===== config.mk =====
export PLATFORM = sky130hd
export DESIGN_NAME = fetch_pcreg
export DESIGN_NICKNAME = d
export VERILOG_FILES = /design/src/rtl/fetch_pcreg.sv
export SDC_FILE = /design/constraint.sdc
export NUM_CORES = 1
export LEC_CHECK = 0
export ABC_AREA = 1
export CAP_MARGIN = 5
export CORE_UTILIZATION = 63
export CTS_CLUSTER_DIAMETER = 200
export DETAILED_ROUTE_END_ITERATION = 12
export DONT_BUFFER_PORTS = 1
export PLACE_DENSITY = 0.79
export SYNTH_ARGS = -nofsm -noshare
export SYNTH_HDL_FRONTEND = slang
export SYNTH_SLANG_ARGS = --single-unit

===== constraint.sdc =====
create_clock -name clk -period 1.96 [get_ports clk]
set_clock_uncertainty 0.2 [all_clocks]
set_input_delay 0.392 -clock clk [delete_from_list [all_inputs] [get_ports clk]]
set_output_delay 0.392 -clock clk [all_outputs]
set_load 0.005 [all_outputs]

===== src/rtl/fetch_pcreg.sv =====
// Fetch-stage PC register and single-outstanding instruction request engine.
// Optional build macro: FETCH_ADDR_ALIGN_CHK_EN (misaligned PC raises out_exc instead of fetching).
module fetch_pcreg #(
    parameter int                ADDR_W   = 32,
    parameter logic [ADDR_W-1:0] RESET_PC = 32'hBFC0_0000
) (
    input  logic              clk,
    input  logic              resetn,
    input  logic [ADDR_W-1:0] pc_new,
    input  logic              redirect,
    output logic [ADDR_W-1:0] pcplus4,
    output logic [ADDR_W-1:0] pc_f,
    output logic              inst_req,
    output logic [ADDR_W-1:0] inst_addr,
    input  logic              inst_addr_ok,
    input  logic              inst_data_ok,
    input  logic [31:0]       inst_rdata,
    output logic              out_valid,
    input  logic              out_ready,
    output logic [31:0]       out_inst,
    output logic [ADDR_W-1:0] out_pc,
    output logic              out_exc
);

    typedef enum logic {
        S_REQ  = 1'b0,
        S_WAIT = 1'b1
    } state_t;

    state_t            state_q, state_d;
    logic [ADDR_W-1:0] pc_q, pc_d;
    logic [ADDR_W-1:0] req_pc_q, req_pc_d;
    logic              discard_q, discard_d;
    logic              out_valid_q, out_valid_d;
    logic [31:0]       out_inst_q, out_inst_d;
    logic [ADDR_W-1:0] out_pc_q, out_pc_d;
    logic              out_exc_q, out_exc_d;
    logic              buf_free_s;
    logic              misalign_s;

`ifdef FETCH_ADDR_ALIGN_CHK_EN
    assign misalign_s = (pc_q[1:0] != 2'b00);
`else
    assign misalign_s = 1'b0;
`endif

    assign buf_free_s = !out_valid_q || out_ready;
    assign inst_req   = resetn && (state_q == S_REQ) && buf_free_s && !misalign_s;
    assign inst_addr  = pc_q;
    assign pc_f       = pc_q;
    assign pcplus4    = pc_q + {{(ADDR_W-3){1'b0}}, 3'b100};
    assign out_valid  = out_valid_q;
    assign out_inst   = out_inst_q;
    assign out_pc     = out_pc_q;
    assign out_exc    = out_exc_q;

    // Next-state: request/response sequencing, output buffer, redirect override
    always_comb begin
        state_d     = state_q;
        pc_d        = pc_q;
        req_pc_d    = req_pc_q;
        discard_d   = discard_q;
        out_valid_d = out_valid_q & ~out_ready;
        out_inst_d  = out_inst_q;
        out_pc_d    = out_pc_q;
        out_exc_d   = out_exc_q;
        case (state_q)
            S_REQ: begin
                if (inst_req && inst_addr_ok) begin
                    state_d   = S_WAIT;
                    req_pc_d  = pc_q;
                    discard_d = redirect;
                end else if (misalign_s && buf_free_s) begin
                    out_valid_d = 1'b1;
                    out_exc_d   = 1'b1;
                    out_pc_d    = pc_q;
                    out_inst_d  = 32'h0000_0000;
                end else begin
                    discard_d = 1'b0;
                end
            end
            S_WAIT: begin
                if (inst_data_ok) begin
                    state_d   = S_REQ;
                    discard_d = 1'b0;
                    // A response arriving with a redirect belongs to the old path
                    if (!discard_q && !redirect) begin
                        out_inst_d  = inst_rdata;
                        out_pc_d    = req_pc_q;
                        out_valid_d = 1'b1;
                        out_exc_d   = 1'b0;
                        pc_d        = pc_new;
                    end else begin
                        out_inst_d = out_inst_q;
                    end
                end else begin
                    discard_d = discard_q | redirect;
                end
            end
            default: begin
                state_d   = S_REQ;
                discard_d = 1'b0;
            end
        endcase
        pc_d        = redirect ? pc_new : pc_d;
        out_valid_d = out_valid_d & ~redirect;
        out_exc_d   = out_exc_d & ~redirect;
    end

    // State and datapath registers
    always_ff @(posedge clk or negedge resetn) begin
        if (!resetn) begin
            state_q     <= S_REQ;
            pc_q        <= RESET_PC;
            req_pc_q    <= {ADDR_W{1'b0}};
            discard_q   <= 1'b0;
            out_valid_q <= 1'b0;
            out_inst_q  <= 32'h0000_0000;
            out_pc_q    <= {ADDR_W{1'b0}};
            out_exc_q   <= 1'b0;
        end else begin
            state_q     <= state_d;
            pc_q        <= pc_d;
            req_pc_q    <= req_pc_d;
            discard_q   <= discard_d;
            out_valid_q <= out_valid_d;
            out_inst_q  <= out_inst_d;
            out_pc_q    <= out_pc_d;
            out_exc_q   <= out_exc_d;
        end
    end

endmodule


# After elaboration in Yosys (flattened, before gate mapping)
# Cells that the tools add are included.
dict set report op_classes {
  add_sub_neg 1
  n_mul 0
  n_div 0
  magnitude_cmp 0
  n_eq_ne 2
  n_shift 0
  n_mux 22
  bitwise_logic 7
  n_reduce_logical 14
}
# cell n
set op_table {}
lappend op_table {{2-to-1 mux 32 bit} 10}
lappend op_table {{adder 32 x 3 -> 32 bit (second input constant)} 1}
lappend op_table {{2-to-1 mux 1 bit} 8}
lappend op_table {{one-hot mux 1 bit (2 select lines)} 4}
lappend op_table {{AND reduction 3 bit} 2}
lappend op_table {{nonzero test 2 bit} 3}
lappend op_table {{logical AND 1 bit} 4}
lappend op_table {{AND 1 bit} 3}
lappend op_table {{logical NOT 1 bit} 3}
lappend op_table {{NOT 1 bit} 3}
lappend op_table {{!= test 2 x 1 -> 1 bit (second input constant)} 1}
lappend op_table {{!= test 2 bit (second input constant)} 1}
lappend op_table {{AND reduction 2 bit} 1}
lappend op_table {{logical OR 1 bit} 1}
lappend op_table {{OR 1 bit} 1}
dict set report totals {
  regBits 132
  latch_bits 0
  ramBits 0
  rom_bits 0
  in_bits 70
  out_inout_bits 163
  wordCells 54
  mem_count 0
}

# Logic depth before layout (Yosys ltp)
# Gate-level depths: netlist (run 1).
dict set report depth {
  depth_word 6
  depth_mapped 8
  depth_no_buf 8
}

# Worst setup path before layout (run 1)
# OpenSTA, ideal clock, no wires.
dict set report synth_path {
  path_type {register -> output}
  start {reg pc_q[3], in the netlist inst_addr[3]}
  end {out pcplus4[18]}
  t_arrival_ns 1.238
  required_ns 1.368
  slack_ns 0.130
  stages_incl_launch_ff 7
  path_buffers 0
  cell_sequence {dfrtp_1 -> ha_1 -> nand2_1 -> nor2_4 -> nand2_2 -> nor2_1 -> xor2_1}
}
dict set report synth_via {
  elab_chain_len 1
}
# element line
set synth_lines {}
lappend synth_lines {{from (decl)} 31} ;# logic [ADDR_W-1:0] pc_q, pc_d;
lappend synth_lines {{from (signal assigned)} 123} ;# pc_q <= pc_d;
lappend synth_lines {{adder 32 x 3 -> 32 bit} 51} ;# assign pcplus4 = pc_q + {{(ADDR_W-3){1'b0}}, 3'b100};
lappend synth_lines {{to (decl)} 11} ;# output logic [ADDR_W-1:0] pcplus4,
# Every way passes these cells.

# Worst setup path in the final report (run 1)
dict set report layout_path {
  start {reg pc_q[2], in the netlist inst_addr[2]}
  end {out pcplus4[20]}
}
# The elaborated chain is that of the path after synthesis.

==> summary.md, run 1 <==
| Metric | Value |
|---|---|
| Critical Path Sink Type | `primary output` |
| Ys async rst share | `100.0%` |
| Final Hold Fails | `132` |
| Layout cell share with drive strength beyond 1 | `20.57%` |
| Area delta synth->final | `27.26%` |
| DIE AREA | `0.01028 mm2` |
| Root buffer cell | `clkbuf_8` |
| Crit path from | `inst_addr[2]` |
| Pin count of the biggest net entering global routing | `135` |
| Worst Path Required | `1.37 ns` |
| Most area-hungry cell type in the Yosys netlist | `dfrtp_1` |
| Worst Path Arrival | `2.06 ns` |
| WL final | `about 19 mm` |
| Yosys top cell area share | `~49%` |
| Slowest CP cell | `dfrtp_1` |
| Compound-gate portion of the synthesized area | `10.67%` |
| WHS | `-0.6343 ns` |
| Syn. warnings | `0` |
| Synthesized area per cell | `8.469 um2` |
| Routed Antenna Nets | `0` |
| CTS max path bufs | `2` |
| Worst setup margin | `-0.6949 ns` |
| Number of synthesized flops with an enable pin | `0` |
| Top-count cell post-synth | `nand2_1` |
| Max_cap viols | `0` |
| Largest fanout on the critical path | `4` |
| Status | `complete, but fails checks` |
| First-pass DRT Iterations | `8` |
| Worst r2r path cells | `7` |
| Kind of critical path | `flip-flop to primary output` |
| CP endpoint | `pcplus4[20]` |
| Syn_nets | `between 800 and 900` |
| Max_slew headroom | `76.46%` |
| Drt wl/cell | `20.71 um` |
| Main flop type after synthesis | `dfrtp_1` |
| Crit start category | `flip-flop` |
| Register area share after synthesis | `53.25%` |
| Tmin final | `2.655 ns` |
| Initial drt markers | `378` |
| Largest family of logic cells by synthesized area | `simple AND/OR/NAND/NOR gates` |
| Post-synth top cells | `nand2_1, dfrtp_1, o21ai_0` |
| Fmax | `376.7 MHz` |
| Failing checks | `hold timing, setup timing` |
| CTS tree | `done` |
| Starting Density | `between 60% and 70%` |
| GRT overflow | `0` |
| DIE WIDTH | `101.4 um` |
| Clock Latency Late Sink | `0.52 ns` |
| Fillcell total | `approximately 480` |
| Die height | `101.4 um` |
| Vias per Instance | `about 5.9` |
| Reg2reg end | `inst_addr[14]` |
| Routed vias | `between 5,000 and 6,000` |
| Setup-failing EPs final | `29` |
| Cell Area, Placed | `0.006215 mm2` |
| Worst-path cell chain | `ha_4, nand2_4, nor2_4, nand2_2, nor2_4, nand3_2, nand2_2` |
| Post-route cell area | `0.007921 mm2` |
| Core area | `about 0.0094 mm2` |
| Slew of the pin with the lowest slew margin | `between 0.3 and 0.4 ns` |
| Power per Cell Area | `1078 mW/mm2` |
| #FFs+latches synth | `approximately 130` |
| Initial antenna violation count | `0` |
| Mapped Cells | `about 740` |
| Leak | `3.821 nW` |
| Final Cycle Share | `135.5%` |
| ANT cells | `0` |
| Row cnt | `35` |
| Setup TNS Final | `-15.04 ns` |
| DRC viols | `0` |
| TritonCTS Buffers | `17` |
| Xor/xnor share of the synthesized area | `2.231%` |
| Boundary pin count | `233` |
| Yosys cell types | `25` |
| All-Layer GR Usage | `about a third` |
| Worst hold path type | `input port to asynchronous set/reset pin` |
| RSZ-0062 raised after global routing | `true` |
| CTS clock-pin slew for the worst setup and hold paths | `0.07 ns` |
| Sink Count | `approximately 130` |
| Routability cong. | `0.9420` |
| R2R Path Start | `state_q` |
| Max IR drop VDD | `670.4 uV` |
| Post-Synth Simple-Gate Area | `23.36%` |
| Adder-Cell Fraction of Synth Area | `less than 1%` |
| Critical Path Max Stage Delay | `0.49 ns` |
| Mux share of post-synthesis cell area | `0%` |
| Most area-consuming cells after synthesis | `dfrtp_1, nand2_1, o21ai_0` |
| Cts hold-fix bufs | `68` |
| Max Slew Vio Count | `0` |
| Area of the mapped netlist | `0.006225 mm2` |
| H-Tree Depth | `4` |
| Post-layout util | `84.13%` |
| Hpwl dp | `10.28 mm` |
| FF-to-FF setup slack | `between 0.2 and 0.25 ns` |
| Nets | `just under 900` |
| Port Buffers | `0` |
| First-pass GRT wire length | `26.60 mm` |
| Vias in the first global route | `5,180` |
## critical path: cells and delay by family, from the launching register on
kind,cells,cell delay [ns]
adder cells (fa/ha/maj),1,0.23
flip-flops,1,0.49
AND/OR/NAND/NOR,6,0.81
## logic make-up after synthesis
group           count (synthesis)
compound gates                132
buf+inv                       113
xor+xnor                       15
simple gates                  342
fa+ha+maj                       1
flops                         132
## worst min path at each step
stage	to	from	slack (ns)	depth (start not counted)
global placement	out_inst[29]	resetn	-0.10	0
detailed placement	out_inst[26]	resetn	-0.10	0
floorplan	discard_q	resetn	-0.10	0
CTS	out_inst[26]	resetn	-0.65	0
global route	out_inst[30]	resetn	-0.66	0
finish	out_inst[27]	resetn	-0.63	0
## timing repair
action,in CTS,in global routing
cloned,0,0
setup buffers,8,4
pin swaps,27,17
resized for setup,44,43
endpoints found under the setup margin,27,31
endpoints found under the hold margin,231,132
## area by class of cell
type | count | area (um2) | share of cell area (%)
Clock buffer | 18 | 417.9 | 5.276
Sequential cell | 132 | 3326 | 41.98
Tap cell | 129 | 161.4 | 2.038
Clock inverter | 14 | 153.9 | 1.943
Inverter | 45 | 171.4 | 2.164
Multi-Input combinational cell | 490 | 2585 | 32.63
Timing Repair Buffer | 113 | 1106 | 13.96
## metrics by stage
step	power [mW]	worst slack (ns)	instances
2_1_floorplan	4.791	0.1300	735
3_3_place_gp	5.045	0.08348	829
3_5_place_dp	5.143	0.02364	829
4_1_cts	8.359	-0.4428	937
5_1_grt	8.927	-0.7047	941
6_report	8.543	-0.6949	941
## layout by cell type, fill, tap and decap left out, types with 17 or more instances in the layout
cell,count
o21ai_1,28
dfrtp_1,114
nand2_1,254
nor2_1,19
buf_4,35
dlygate4sd3_1,67
nand2_2,19
o21ai_0,102
clkbuf_16,17
inv_1,42
## per-layer routing
layer / track usage [%] / vias to the layer above / wire (um)
met5: 0 / - / 0
met4: 17.17 / 0 / 1421
met3: 10.77 / 137 / 2133
met2: 59.55 / 406 / 9075
met1: 40.61 / 2605 / 6859
li1: - / 2410 / -
## state kept, by name (all words and copies together) (netlist names)
signal,cells
inst_addr,32
out_inst,32
out_pc,32
req_pc_q,32
discard_q,1
out_exc,1
out_valid,1
state_q,1
## power breakdown
group / switching, mW / leakage [nW] / total (mW) / internal [mW]
combinational: 0.901 / 1.91 / 1.47 / 0.568
sequential: 0.609 / 1.64 / 4.04 / 3.43
clock: 1.21 / 0.272 / 3.03 / 1.82
(Power assumes the default switching activity.)
==> run 2: changes to the inputs <==
Settings changed: CORE_UTILIZATION 63 to 50, PLACE_DENSITY 0.79 to default.
==> run 2 against run 1 <==
The flow still finishes with violations (hold timing, setup timing). Global-route usage down 9.1 points. Fmax up 14%. Critical path type unchanged. Cell area down 0.62%.
==> summary.md, run 2 (same netlist as run 1, synthesis figures left out) <==
| Metric | Value |
|---|---|
| Status | `complete, but fails checks` |
| Failing checks | `hold timing, setup timing` |
| Drt wl/cell | `16.85 um (-19%)` |
| Max IR drop VDD | `559.7 uV (-17%)` |
| H-Tree Depth | `4 (unchanged)` |
| Slew of the pin with the lowest slew margin | `0.3384 ns (-0.01475 ns)` |
| Starting Density | `51.61% (-15 points)` |
| Worst Path Required | `1.37 ns (about the same)` |
| CTS clock-pin slew for the worst setup and hold paths | `0.05 ns (-0.02 ns)` |
| Slowest CP cell | `dfrtp_1` |
| CTS tree | `done` |
| Initial drt markers | `317 (-16%)` |
| Cell Area, Placed | `0.006259 mm2 (+0.70%)` |
| Vias in the first global route | `5,047 (-2.6%)` |
| Worst setup margin | `-0.3685 ns (+0.3265 ns)` |
| Setup-failing EPs final | `26 (-10%)` |
| Pin count of the biggest net entering global routing | `135 (unchanged)` |
| Pre-CTS setup slack | `0.02009 ns (-0.003548 ns)` |
| Routability cong. | `0.9057 (-3.9%)` |
| ANT cells | `0 (unchanged)` |
| Critical Path Sink Type | `primary output` |
| TritonCTS Buffers | `17 (unchanged)` |
| Initial antenna violation count | `0 (unchanged)` |
| Post-route cell area | `0.007873 mm2 (-0.62%)` |
| First-pass DRT Iterations | `5 (-3)` |
| All-Layer GR Usage | `25.92% (-9.1 points)` |
| DRC viols | `0 (unchanged)` |
| Kind of critical path | `flip-flop to primary output` |
| Hpwl dp | `10.24 mm (-0.44%)` |
| Vias per Instance | `5.181 (-12%)` |
| Final Hold Fails | `132 (unchanged)` |
| Nets | `867 (-0.34%)` |
| Max_cap viols | `0 (unchanged)` |
| Tmin final | `2.328 ns (-0.3265 ns)` |
| Max_slew headroom | `77.39% (+0.93 points)` |
| Post-route insts no fill | `977 (+3.8%)` |
| Cts hold-fix bufs | `67 (-1.5%)` |
| Critical Path Max Stage Delay | `0.40 ns (-0.09 ns)` |
| Routed vias | `5,062 (-8.9%)` |
| Leak | `3.797 nW (-0.62%)` |
| Crit path from | `inst_addr[2]` |
| GRT overflow | `0 (unchanged)` |
| Fmax | `429.5 MHz (+14%)` |
| Sink Count | `132 (unchanged)` |
| CTS max path bufs | `2 (unchanged)` |
| Layout cell share with drive strength beyond 1 | `18.79% (-1.8 points)` |
| Root buffer cell | `clkbuf_16` |
| Buf+Inv Stages, Crit Path | `0 (unchanged)` |
| Worst hold path type | `input port to asynchronous set/reset pin` |
| Worst-path cell chain | `ha_4, nand2_2, nor2_4, nand2_2, nor2_4, nand2_1, nand2_1, nand2_1` |
| Boundary pin count | `233 (unchanged)` |
| WHS | `-0.5177 ns (+0.1165 ns)` |
| Max Slew Vio Count | `0 (unchanged)` |
| Total power draw | `8.564 mW (+0.25%)` |
| Final Cycle Share | `118.8% (-17 points)` |
| Routed Antenna Nets | `0 (unchanged)` |
| R2R Path Start | `discard_q` |
| Commonest non-fill, non-tap cells in the layout | `nand2_1, dfrtp_1, o21ai_0, dlygate4sd3_1, inv_1` |
| Core area | `0.01206 mm2 (+28%)` |
| Crit start category | `flip-flop` |
| DIE WIDTH | `113.6 um (+12%)` |
| RSZ-0062 raised after global routing | `true` |
| Port Buffers | `0 (unchanged)` |
| Area delta synth->final | `26.47%` |
| Row cnt | `40 (+14%)` |
| Most common cell after layout, fill and taps aside | `nand2_1` |
| Most used cell along the critical path | `nand2_1` |
| Clock Latency Late Sink | `0.41 ns (-0.11 ns)` |
| Power per Cell Area | `1088 mW/mm2 (+0.87%)` |
| Largest fanout on the critical path | `4 (unchanged)` |
| CP top delay family | `simple AND/OR/NAND/NOR gates` |
| DIE AREA | `0.01290 mm2 (+25%)` |
| WL final | `16.46 mm (-16%)` |
| First-pass GRT wire length | `25.47 mm (-4.3%)` |
| Placed insts | `869 (+4.8%)` |
| Die height | `113.6 um (+12%)` |
| Worst Path Arrival | `1.74 ns (-0.32 ns)` |
==> run 2: cell count changes in the layout (fill, tap and decap cells not counted), sizes merged <==
cell         change
clkbuf           +4
inv              -3
clkinv           -2
buf              -1
bufinv           +1
clkinvlp         -1
dlygate4sd3      -1
==> run 2: repair_timing <==
action,4_1_cts,5_1_grt
gates cloned,0,0
gates resized for setup,33,27
hold endpoints to repair,231,132
pin swaps,13,12
endpoints found under the setup margin,26,27
buffers inserted,4,5
==> run 2: metrics by stage <==
step,TNS [ns],utilization [%]
after floorplan,0,-
after global placement,0,51.89
after detailed placement,0,51.89
after CTS,-6.748,64.02
after global routing,-9.989,65.27
final,-7.634,65.27
==> run 2: worst paths after layout <==
check	cells past startpoint	to	slack [ns]
min in group clk	3	out_pc[7]	0.11
max in group asynchronous	0	inst_addr[22]	1.78
worst max-delay path	8	pcplus4[24]	-0.37
worst max register to register	6	out_inst[16]	0.29
worst min register to register	2	out_pc[21]	0.27
worst min-delay path	0	out_inst[26]	-0.52
==> run 2: metal layers <==
metal  up-vias  global-route usage [%]  share of wire, %
met5         -                       0                 0
met4         0                   11.75               2.2
met3        33                   8.502               8.0
met2       248                   41.42                48
met1      2384                   32.04                42
li1       2397                       -                 -
==> run 2: where the power goes <==
part	total (mW)	internal, mW	switching, mW
Sequential	3.99	3.43	0.562
Combinational	1.32	0.538	0.779
Clock	3.25	2.13	1.13
Total	8.56	6.10	2.47
==> run 2: cell type report <==
class / count / area, um2
Timing Repair Buffer: 110 / 1060
Fill cell: 991 / 4189
Inverter: 45 / 168.9
Sequential cell: 132 / 3321
Clock inverter: 9 / 125.1
Tap cell: 168 / 210.2
Multi-Input combinational cell: 490 / 2500
Clock buffer: 23 / 488.0
==> run 3: changes to the inputs <==
Settings changed: MAX_ROUTING_LAYER from default to met4.
==> run 3 against run 2 <==
The flow still finishes with violations (hold timing, setup timing). Setup slack better by 0.019 ns. Critical path depth is 1 lower. Power is 1.6% higher. Critical path type unchanged. Routed wire length is 0.70% higher. Die area stayed put. Non-clock buffer count is 5 higher. Final cell count is 0.51% higher. First-iteration DRC count is 6.6% lower. Critical endpoint is now pcplus4[15]. Clock power is 3% higher.
==> summary.md, run 3 (same netlist as run 1, synthesis figures left out) <==
| Metric | Value |
|---|---|
| Status | `complete, but fails checks` |
| Failing checks | `hold timing, setup timing` |
| Critical Path Sink Type | `primary output` |
| Initial drt markers | `296 (-6.6%)` |
| CP top delay family | `flip-flops` |
| Starting Density | `51.61% (unchanged)` |
| DRC viols | `0 (unchanged)` |
| Routed Antenna Nets | `0 (unchanged)` |
| Placed insts | `869 (unchanged)` |
| Routability cong. | `0.8983 (-0.82%)` |
| Hpwl dp | `10.35 mm (+1.1%)` |
| First-pass DRT Iterations | `5 (unchanged)` |
| Port Buffers | `0 (unchanged)` |
| All-Layer GR Usage | `26.99% (+1.1 points)` |
| Post-layout util | `66.06% (+0.79 points)` |
| Slew of the pin with the lowest slew margin | `0.3292 ns (-0.009227 ns)` |
| TritonCTS Buffers | `17 (unchanged)` |
| Most used cell along the critical path | `nand2_4` |
| Sequential Area | `0.003319 mm2 (about the same)` |
| Final Cycle Share | `117.9% (-0.95 points)` |
| Max Slew Vio Count | `0 (unchanged)` |
| Area delta synth->final | `28.00%` |
| Die height | `113.6 um (unchanged)` |
| CTS clock-pin slew for the worst setup and hold paths | `0.06 ns (about the same)` |
| Layout cell share with drive strength beyond 1 | `20.52% (+1.7 points)` |
| Power per Cell Area | `1092 mW/mm2 (+0.39%)` |
| Worst Path Arrival | `1.72 ns (-0.02 ns)` |
| Leak | `3.850 nW (+1.4%)` |
| CTS tree | `done` |
| Worst-path cell chain | `buf_6, nand2_4, nor2_8, nand2_4, nor2_4, xor2_2, buf_4` |
| H-Tree Depth | `4 (unchanged)` |
| Fmax | `432.9 MHz (+0.80%)` |
| Boundary pin count | `233 (unchanged)` |
| Pin count of the biggest net entering global routing | `135 (unchanged)` |
| Pre-CTS setup slack | `0.02920 ns (+0.009107 ns)` |
| Buf+Inv Stages, Crit Path | `2 (+2)` |
| Row cnt | `40 (unchanged)` |
| Slowest CP cell | `dfrtp_1` |
| Post-route cell area | `0.007968 mm2 (+1.2%)` |
| Max_slew headroom | `78.00% (+0.62 points)` |
| Cell Area, Placed | `0.006259 mm2 (unchanged)` |
| Post-route insts no fill | `982 (+0.51%)` |
| Largest fanout on the critical path | `3 (-1)` |
| Total power draw | `8.701 mW (+1.6%)` |
| WL final | `16.58 mm (+0.70%)` |
| Worst Path Required | `1.37 ns (about the same)` |
| Most common cell after layout, fill and taps aside | `nand2_1` |
| ANT cells | `0 (unchanged)` |
| Initial antenna violation count | `0 (unchanged)` |
| DIE AREA | `0.01290 mm2 (unchanged)` |
| GRT overflow | `0 (unchanged)` |
| Commonest non-fill, non-tap cells in the layout | `nand2_1, dfrtp_1, o21ai_0, dlygate4sd3_1, inv_1` |
| Kind of critical path | `flip-flop to primary output` |
| Max IR drop VDD | `542.3 uV (-3.1%)` |
| Routed vias | `4,988 (-1.5%)` |
| Crit start category | `flip-flop` |
| DIE WIDTH | `113.6 um (unchanged)` |
| Root buffer cell | `clkbuf_16` |
| Clock Latency Late Sink | `0.41 ns (about the same)` |
| Final Hold Fails | `132 (unchanged)` |
| Tmin final | `2.310 ns (-0.01858 ns)` |
| Vias per Instance | `5.079 (-2.0%)` |
| Fillcell total | `956 (-3.5%)` |
| Cts hold-fix bufs | `66 (-1.5%)` |
| Core area | `0.01206 mm2 (unchanged)` |
| Critical Path Max Stage Delay | `0.42 ns (+0.02 ns)` |
| Drt wl/cell | `16.88 um (+0.19%)` |
| RSZ-0062 raised after global routing | `true` |
| Vias in the first global route | `4,988 (-1.2%)` |
| Multi-input gate area | `0.002535 mm2 (+1.4%)` |
| Setup-failing EPs final | `26 (unchanged)` |
| First-pass GRT wire length | `25.48 mm (about the same)` |
| Sink Count | `132 (unchanged)` |
| Worst setup margin | `-0.3499 ns (+0.01858 ns)` |
| Nets | `872 (+0.58%)` |
| WHS | `-0.5231 ns (-0.005367 ns)` |
| CTS max path bufs | `2 (unchanged)` |
| Worst hold path type | `input port to asynchronous set/reset pin` |
| Max_cap viols | `0 (unchanged)` |
-- run 3: power breakdown --
group	switching, mW	leakage (nW)	internal (mW)
clock	1.13	0.303	2.22
sequential	0.562	1.65	3.43
combinational	0.795	1.90	0.560
total	2.49	3.85	6.21
-- run 3: area by class of cell --
type / instances / share of cell area, %
clock buffers: 23 / 5.999
flip-flops and latches: 132 / 41.66
clock inverters: 9 / 1.884
inverters: 45 / 2.120
well taps: 168 / 2.638
repair buffers: 115 / 13.88
multi-input cells: 490 / 31.82
-- run 3: per-layer routing --
metal  GRT usage [%]  share of wire (%)
met5               -                  0
met1           32.59                 43
met3           8.714                7.8
met2           42.76                 47
met4           9.123                1.7
-- run 3: timing repair --
item                                   CTS  global route
resized for setup                       38            37
endpoints found under the hold margin  231           132
setup endpoints to repair               26            27
pin swaps                               23            16
buffers inserted                        11             4
-- run 3: final timing paths --
kind	startpoint	end	slack, ns	cells after the start
min	resetn	out_pc[3]	-0.52	0
min reg2reg	req_pc_q[7]	out_pc[7]	0.27	2
max	inst_addr[3]	pcplus4[15]	-0.35	7
max reg2reg	discard_q	out_inst[15]	0.30	6
min in group clk	out_ready	out_valid	0.02	3
max in group asynchronous	resetn	inst_addr[26]	1.81	0
-- run 3: stage by stage --
stage	TNS (ns)	hold WS [ns]
finish	-7.320	-0.5231
detailed placement	0	-0.1011
floorplan	0	-0.1036
global placement	0	-0.1012
global route	-9.031	-0.5495
CTS	-7.257	-0.5427
